==> config.mk <==
export PLATFORM = sky130hd
export DESIGN_NAME = chol_acc_ctrl_flat
export DESIGN_NICKNAME = d
export VERILOG_FILES = /design/src/rtl/chol_pkg.sv /design/src/rtl/chol_acc_ctrl_if.sv /design/src/rtl/chol_lat_cnt.sv /design/src/rtl/chol_acc_ctrl.sv /design/src/flat_wrapper.sv
export SDC_FILE = /design/constraint.sdc
export NUM_CORES = 1
export LEC_CHECK = 0
export CAP_MARGIN = 20
export CORE_AREA = 4 4 151 153
export CTS_BUF_LIST = sky130_fd_sc_hd__clkbuf_4 sky130_fd_sc_hd__clkbuf_8
export DETAILED_ROUTE_END_ITERATION = 12
export DIE_AREA = 0 0 155 157
export GPL_TIMING_DRIVEN = 0
export PLACE_DENSITY_LB_ADDON = 0.3
export SETUP_SLACK_MARGIN = 0.02
export SLEW_MARGIN = 10
export SYNTH_ARGS = -nofsm -noshare
export SYNTH_HDL_FRONTEND = slang
export SYNTH_HIERARCHICAL = 1
export SYNTH_SLANG_ARGS = --single-unit
==> constraint.sdc <==
create_clock -name clk -period 2.2 [get_ports clk]
set_input_delay 0.33 -clock clk [delete_from_list [all_inputs] [get_ports clk]]
set_output_delay 0.33 -clock clk [all_outputs]
set_load 0.01 [all_outputs]
==> src/rtl/chol_pkg.sv <==
// Shared types and widths for the Cholesky accumulation datapath.
// CHOL_MAC_LATENCY must track the pipeline depth of the generated MAC core.
package chol_pkg;

    localparam int CHOL_OP_W        = 32;
    localparam int CHOL_ACC_W       = 64;
    localparam int CHOL_MAC_LATENCY = 4;

    typedef enum logic [1:0] {
        ST_IDLE  = 2'd0,
        ST_ISSUE = 2'd1,
        ST_WAIT  = 2'd2,
        ST_DONE  = 2'd3
    } chol_state_e;

endpackage

==> src/rtl/chol_acc_ctrl_if.sv <==
// Bundle of control, operand, MAC and result signals for chol_acc_ctrl.
// Optional op_add exists only when CHOL_ACC_ADD_EN is defined.
interface chol_acc_ctrl_if
    import chol_pkg::*;
#(
    parameter int CNT_W = 6
);
`ifdef CHOL_ACC_ADD_EN
    logic                  op_add;
`endif
    logic                  start;
    logic [CHOL_ACC_W-1:0] init_c;
    logic [CNT_W-1:0]      n_terms;
    logic                  busy;
    logic                  term_valid;
    logic                  term_ready;
    logic [CHOL_OP_W-1:0]  term_a;
    logic [CHOL_OP_W-1:0]  term_b;
    logic [CHOL_OP_W-1:0]  mac_a;
    logic [CHOL_OP_W-1:0]  mac_b;
    logic [CHOL_ACC_W-1:0] mac_c;
    logic                  mac_sub;
    logic                  mac_clken;
    logic [CHOL_ACC_W-1:0] mac_out;
    logic                  res_valid;
    logic                  res_ready;
    logic [CHOL_ACC_W-1:0] res_data;

    // Upstream/parent view: drives requests, operands, MAC result and res_ready.
    modport master (
`ifdef CHOL_ACC_ADD_EN
        output op_add,
`endif
        output start, init_c, n_terms, term_valid, term_a, term_b, mac_out, res_ready,
        input  busy, term_ready, mac_a, mac_b, mac_c, mac_sub, mac_clken, res_valid, res_data
    );

    modport slave (
`ifdef CHOL_ACC_ADD_EN
        input  op_add,
`endif
        input  start, init_c, n_terms, term_valid, term_a, term_b, mac_out, res_ready,
        output busy, term_ready, mac_a, mac_b, mac_c, mac_sub, mac_clken, res_valid, res_data
    );

endinterface

==> src/rtl/chol_lat_cnt.sv <==
// Loadable down-counter tracking cycles until the MAC result is valid.
// o_last is high while the count equals 1, i.e. on the final wait cycle.
module chol_lat_cnt #(
    parameter int W = 3
) (
    input  logic         clk,
    input  logic         rst,
    input  logic         i_load,
    input  logic [W-1:0] i_load_val,
    input  logic         i_dec,
    output logic         o_last
);

    logic [W-1:0] r_cnt;

    always_ff @(posedge clk) begin
        if (rst) begin
            r_cnt <= '0;
        end else if (i_load) begin
            r_cnt <= i_load_val;
        end else if (i_dec && (r_cnt != '0)) begin
            r_cnt <= r_cnt - W'(1);
        end
    end

    assign o_last = (r_cnt == W'(1));

endmodule

==> src/rtl/chol_acc_ctrl.sv <==
// Accumulation sequencer feeding the Cholesky MAC and closing its C feedback loop.
// Define CHOL_ACC_ADD_EN to add the op_add input (accumulate instead of subtract).
module chol_acc_ctrl
    import chol_pkg::*;
#(
    parameter int MAC_LATENCY = CHOL_MAC_LATENCY,
    parameter int CNT_W       = 6
) (
    input  logic            clk,
    input  logic            rst,
    chol_acc_ctrl_if.slave  bus
);

    localparam int LAT_W = $clog2(MAC_LATENCY + 1);

    chol_state_e           r_state, w_state_next;
    logic [CHOL_ACC_W-1:0] r_acc, w_acc_next;
    logic [CNT_W-1:0]      r_cnt, w_cnt_next, w_cnt_dec;
    logic                  w_fire, w_lat_load, w_lat_dec, w_lat_last;

    assign w_fire    = (r_state == ST_ISSUE) && bus.term_valid;
    assign w_cnt_dec = r_cnt - CNT_W'(1);

    chol_lat_cnt #(
        .W (LAT_W)
    ) u_lat_cnt (
        .clk        (clk),
        .rst        (rst),
        .i_load     (w_lat_load),
        .i_load_val (LAT_W'(MAC_LATENCY)),
        .i_dec      (w_lat_dec),
        .o_last     (w_lat_last)
    );

`ifdef CHOL_ACC_ADD_EN
    // Holds the inverted op_add so that the reset value drives mac_sub low.
    logic r_sub, w_sub_next;

    always_ff @(posedge clk) begin
        if (rst) r_sub <= 1'b0;
        else     r_sub <= w_sub_next;
    end

    assign bus.mac_sub = r_sub;
`else
    assign bus.mac_sub = 1'b1;
`endif

    always_ff @(posedge clk) begin
        if (rst) begin
            r_state <= ST_IDLE;
            r_acc   <= '0;
            r_cnt   <= '0;
        end else begin
            r_state <= w_state_next;
            r_acc   <= w_acc_next;
            r_cnt   <= w_cnt_next;
        end
    end

    always_comb begin
        w_state_next = r_state;
        w_acc_next   = r_acc;
        w_cnt_next   = r_cnt;
        w_lat_load   = 1'b0;
        w_lat_dec    = 1'b0;
`ifdef CHOL_ACC_ADD_EN
        w_sub_next   = r_sub;
`endif
        case (r_state)
            ST_IDLE: begin
                if (bus.start) begin
                    w_acc_next = bus.init_c;
                    w_cnt_next = bus.n_terms;
`ifdef CHOL_ACC_ADD_EN
                    w_sub_next = ~bus.op_add;
`endif
                    w_state_next = (bus.n_terms == '0) ? ST_DONE : ST_ISSUE;
                end
            end
            ST_ISSUE: begin
                if (bus.term_valid) begin
                    w_lat_load   = 1'b1;
                    w_state_next = ST_WAIT;
                end
            end
            ST_WAIT: begin
                w_lat_dec = 1'b1;
                // The MAC result for the issued pair is valid on the last wait cycle.
                if (w_lat_last) begin
                    w_acc_next   = bus.mac_out;
                    w_cnt_next   = w_cnt_dec;
                    w_state_next = (w_cnt_dec == '0) ? ST_DONE : ST_ISSUE;
                end
            end
            ST_DONE: begin
                if (bus.res_ready) w_state_next = ST_IDLE;
            end
            default: w_state_next = ST_IDLE;
        endcase
    end

    assign bus.busy       = (r_state != ST_IDLE);
    assign bus.term_ready = (r_state == ST_ISSUE);
    assign bus.mac_a      = w_fire ? bus.term_a : '0;
    assign bus.mac_b      = w_fire ? bus.term_b : '0;
    assign bus.mac_c      = r_acc;
    assign bus.mac_clken  = (r_state == ST_ISSUE) || (r_state == ST_WAIT);
    assign bus.res_valid  = (r_state == ST_DONE);
    assign bus.res_data   = r_acc;

endmodule

==> src/flat_wrapper.sv <==
// flat-port wrapper written by rule: the top's interface ports become plain ports
module chol_acc_ctrl_flat import chol_pkg::*;
#(
    parameter int MAC_LATENCY = CHOL_MAC_LATENCY,
    parameter int CNT_W       = 6
)
  (clk, rst, bus_start, bus_init_c, bus_n_terms, bus_term_valid, bus_term_a, bus_term_b, bus_mac_out, bus_res_ready, bus_busy, bus_term_ready, bus_mac_a, bus_mac_b, bus_mac_c, bus_mac_sub, bus_mac_clken, bus_res_valid, bus_res_data);
  chol_acc_ctrl_if #(.CNT_W(CNT_W)) bus_i ();
  input  logic clk;
  input  logic rst;
  input wire logic [$bits(bus_i.start)-1:0] bus_start;
  input wire logic [$bits(bus_i.init_c)-1:0] bus_init_c;
  input wire logic [$bits(bus_i.n_terms)-1:0] bus_n_terms;
  input wire logic [$bits(bus_i.term_valid)-1:0] bus_term_valid;
  input wire logic [$bits(bus_i.term_a)-1:0] bus_term_a;
  input wire logic [$bits(bus_i.term_b)-1:0] bus_term_b;
  input wire logic [$bits(bus_i.mac_out)-1:0] bus_mac_out;
  input wire logic [$bits(bus_i.res_ready)-1:0] bus_res_ready;
  output wire logic [$bits(bus_i.busy)-1:0] bus_busy;
  output wire logic [$bits(bus_i.term_ready)-1:0] bus_term_ready;
  output wire logic [$bits(bus_i.mac_a)-1:0] bus_mac_a;
  output wire logic [$bits(bus_i.mac_b)-1:0] bus_mac_b;
  output wire logic [$bits(bus_i.mac_c)-1:0] bus_mac_c;
  output wire logic [$bits(bus_i.mac_sub)-1:0] bus_mac_sub;
  output wire logic [$bits(bus_i.mac_clken)-1:0] bus_mac_clken;
  output wire logic [$bits(bus_i.res_valid)-1:0] bus_res_valid;
  output wire logic [$bits(bus_i.res_data)-1:0] bus_res_data;
  assign bus_i.start = bus_start;
  assign bus_i.init_c = bus_init_c;
  assign bus_i.n_terms = bus_n_terms;
  assign bus_i.term_valid = bus_term_valid;
  assign bus_i.term_a = bus_term_a;
  assign bus_i.term_b = bus_term_b;
  assign bus_i.mac_out = bus_mac_out;
  assign bus_i.res_ready = bus_res_ready;
  assign bus_busy = bus_i.busy;
  assign bus_term_ready = bus_i.term_ready;
  assign bus_mac_a = bus_i.mac_a;
  assign bus_mac_b = bus_i.mac_b;
  assign bus_mac_c = bus_i.mac_c;
  assign bus_mac_sub = bus_i.mac_sub;
  assign bus_mac_clken = bus_i.mac_clken;
  assign bus_res_valid = bus_i.res_valid;
  assign bus_res_data = bus_i.res_data;
  chol_acc_ctrl #(.MAC_LATENCY(MAC_LATENCY), .CNT_W(CNT_W)) u_core (.clk(clk), .rst(rst), .bus(bus_i));
endmodule
==> results of run 1 <==
==> registers in the layout, indices dropped and copies added (netlist names) <==
name,count
u_core/r_state,2
u_core/bus.mac_c,64
u_core/r_cnt,6
u_core/u_lat_cnt/r_cnt,3
==> worst max path at each step <==
stage	start	endpoint	slack, ps	cells after the start
after floorplan	u_core/r_state[0]$_SDFFE_PP0P_	u_core/bus.mac_c[0]$_SDFFE_PP0P_	410	9
after global placement	bus_term_valid	bus_mac_a[19]	-660	5
after detailed placement	bus_term_valid	bus_mac_a[19]	-660	5
after CTS	u_core/r_state[1]$_SDFFE_PP0P_	bus_mac_b[21]	20	6
after global routing	u_core/r_state[0]$_SDFFE_PP0P_	u_core/bus.mac_c[16]$_SDFFE_PP0P_	-6	9
final	u_core/r_state[1]$_SDFFE_PP0P_	bus_mac_b[9]	130	6
==> routing by layer <==
metal,track usage,vias to the layer above,part of all wire
met3,0.0536,15,0.088
met4,0.0463,2,0.013
li1,-,2652,-
met2,0.301,230,0.52
met5,0,-,0.00061
met1,0.183,2426,0.38
==> synthesized netlist by cell type (2+ instances only) <==
cell	n
a211oi_1	67
a21oi_1	5
a311oi_1	2
and3_1	65
buf_2	14
buf_4	74
clkbuf_1	23
conb_1	2
dfxtp_1	75
ha_1	10
inv_1	11
mux2i_1	65
nand2_1	5
nor2_1	73
nor2b_1	5
nor3_1	4
o21ai_1	4
o22ai_1	2
==> power groups by stage <==
stage | Combinational [mW] | Clock (mW) | Sequential (mW)
6_report | 7.43 | 1.23 | 2.36
5_1_grt | 8.09 | 1.35 | 2.45
4_1_cts | 7.47 | 1.28 | 2.37
3_5_place_dp | 7.44 | 0 | 2.39
3_3_place_gp | 7.41 | 0 | 2.37
2_1_floorplan | 3.92 | 0 | 2.47
==> worst reg2reg max path, delay by kind of cell, from the launching register on <==
| kind | cells | cell delay (ps) |
|---|---|---|
| AOI/OAI and AO/OA | 1 | 190 |
| DFF | 1 | 380 |
| buffers and inverters | 4 | 700 |
| and+or+nand+nor | 3 | 400 |
| adders and majority gates | 1 | 250 |
==> area by class of cell <==
cell class,instances,area [um^2],share of cell area
Antenna cell,1,2.50,0.000272
Buffer,111,790,0.0860
Clock buffer,10,138,0.0150
Clock inverter,6,88.8,0.00967
Inverter,11,41.3,0.00450
Multi-Input combinational cell,338,2410,0.262
Sequential cell,75,1500,0.164
Tap cell,280,350,0.0381
Timing Repair Buffer,398,3860,0.420
==> cell families (layout without fill, tap and decap cells) <==
logic type / count (synthesis) / count (layout) / synth area share
adders and majority gates: 10 / 10 / 0.0270
other: 2 / 5 / 0.00162
muxes: 65 / 65 / 0.140
buffers and inverters: 122 / 536 / 0.163
xor gates and xnor gates: 1 / 1 / 0.00189
DFF: 75 / 75 / 0.324
AOI/OAI and AO/OA: 93 / 93 / 0.154
and+or+nand+nor: 165 / 165 / 0.189
==> through the flow <==
step                setup TNS [ps]  hold WS (ps)   util
floorplan                        0           409      -
global placement            -36480           502  0.416
detailed placement          -34160           504  0.416
CTS                              0           517  0.427
global route                 -5.92           531  0.426
finish                           0           514  0.426
==> results.md, run 1 <==
* Kind of cell adding the most delay to the critical path: buffers and inverters
* Worst r2r src: u_core/r_state[0]$_SDFFE_PP0P_
* Starting density of the core at 0.215
* Cell taking the most area after synthesis: dfxtp_1
* Top FF cell, synth: dfxtp_1
* Die area at 24300 um^2
* Worst Path Buf+Inv at 4
* Wire per inst at 17.3 um
* WP data required at 1870 ps
* Final worst slack at 128 ps
* PnR Total Power at 11.0 mW
* Worst r2r path cells at 9
* Cts bufs inserted at 9
* Root Buffer: clkbuf_8
* Combinational power share at 0.674
* Reg power frac at 0.214
* Core area at 21600 um^2
* Ports at 400
* Startpoint types: flip-flop
* Hold Path Stages at 2
* Reg-to-Reg End: u_core/bus.mac_c[29]$_SDFFE_PP0P_
* Remaining design rule violation count at 0
* Worst skew pair latency at 360 ps
* Hold buffers post-CTS at 0
* Final setup violation count at 0
* Initial antenna violation count at 2
* # Max-Cap Violations at 0
* Yosys warns at 6
* PortBufs at 398
* Leakage at 3.94 nW
* Pre-CTS setup slack at -660 ps
* Detailed Place HPWL at 17600 um
* Post-DP Area at 8980 um^2
* Status: completed
* Post-Syn Area at 4630 um^2
* Switching share of power at 0.405
* Post-CTS Setup Inserts at 0
* Max Freq at 483 MHz
* Final Hold Violating Endpoints at 0
* Clock Skew at 17.2 ps
* Largest net degree at the start of global routing at 14
* Most frequent cells in the layout: clkdlybuf4s50_1, buf_4, nor2_1, dfxtp_1, a211oi_1
* Initial DRT Pass Iterations at 4
* Top cell type's share of synthesized area at 0.324
* Tcrit/Tclk final at 0.942
* Sequential cell area fraction in the yosys report at 0.324
* Via count at 5325
* Slowest library cell on the worst path: dfxtp_2
* Number of cells after detailed placement at 1213
* Fill cell count at 2190
* Reg2Reg Setup Slack at 200 ps
* Least-Margin Pin Slew at 646 ps
* Dominant cells by area after synthesis: dfxtp_1, mux2i_1, buf_4, a211oi_1, and3_1
* Global-route wire length before repair at 31300 um
* Cell Rows at 54
* Relative slew slack at 0.569
* Synth async-reset ratio at 0
* Cell area after layout at 9180 um^2
* Final Routed Wirelength at 21300 um
* Clk pwr share at 0.111
* Post-Synthesis Cells at 533
* Post_cts resized at 105
* Routability cong. at 0.834
* PwrDens at 1200 nW/um^2
* CP cell instances: inv_2, ha_4, clkbuf_8, clkbuf_4, and3_1, dlygate4sd2_1
* Worst vdd ir at 393 uV
* Post-synth cell types at 45
* Synth Register Bits at 75
* Area grow syn2layout at 98.2%
* Setup CP Type: flip-flop to primary output
* Int Power at 6.55 mW
* WP data arrival at 1740 ps
* Clk sinks at 75
* # H-tree levels at 3
* Routed Antenna Nets at 0
* Die width at 155 um
* Critical path endpoint category: primary output
* Total grt overflow at 0
* Post-route insts no fill at 1230
* Initial drt markers at 132
* Commonest non-fill, non-tap cell in the layout: clkdlybuf4s50_1
* CTS tree: done
* EDFF count, synth at 0
* Max-slew violation count at 0
* Mapped Avg Cell Area at 8.70 um^2
* HP Start: u_core/bus.mac_c[59]$_SDFFE_PP0P_
* Hold EP: u_core/bus.mac_c[59]$_SDFFE_PP0P_
* Sw power at 4.47 mW
* Clk slew on worst S/H paths at 80 ps
* Layout cells sized above 1 at 0.156
* Vias per cell at 4.33
* Overall routing resource usage at 0.165
* Clk buf depth at 2
* Max incr delay on CP at 370 ps
* CP Max Fanout at 10
* Worst hold path class: flip-flop to flip-flop
* Nets at 1157
* Post-layout min period at 2070 ps
* Vias in the first global route at 5458
* Die Y at 157 um
Note: power is estimated with default switching activity, not from simulation.
==> run 2, diff against run 1 <==
Settings changed: CTS_CLUSTER_SIZE set to 10, HOLD_SLACK_MARGIN set to 0.1.
==> results of run 2 <==
No change in the layout: final DEF, timing and power equal those of run 1.
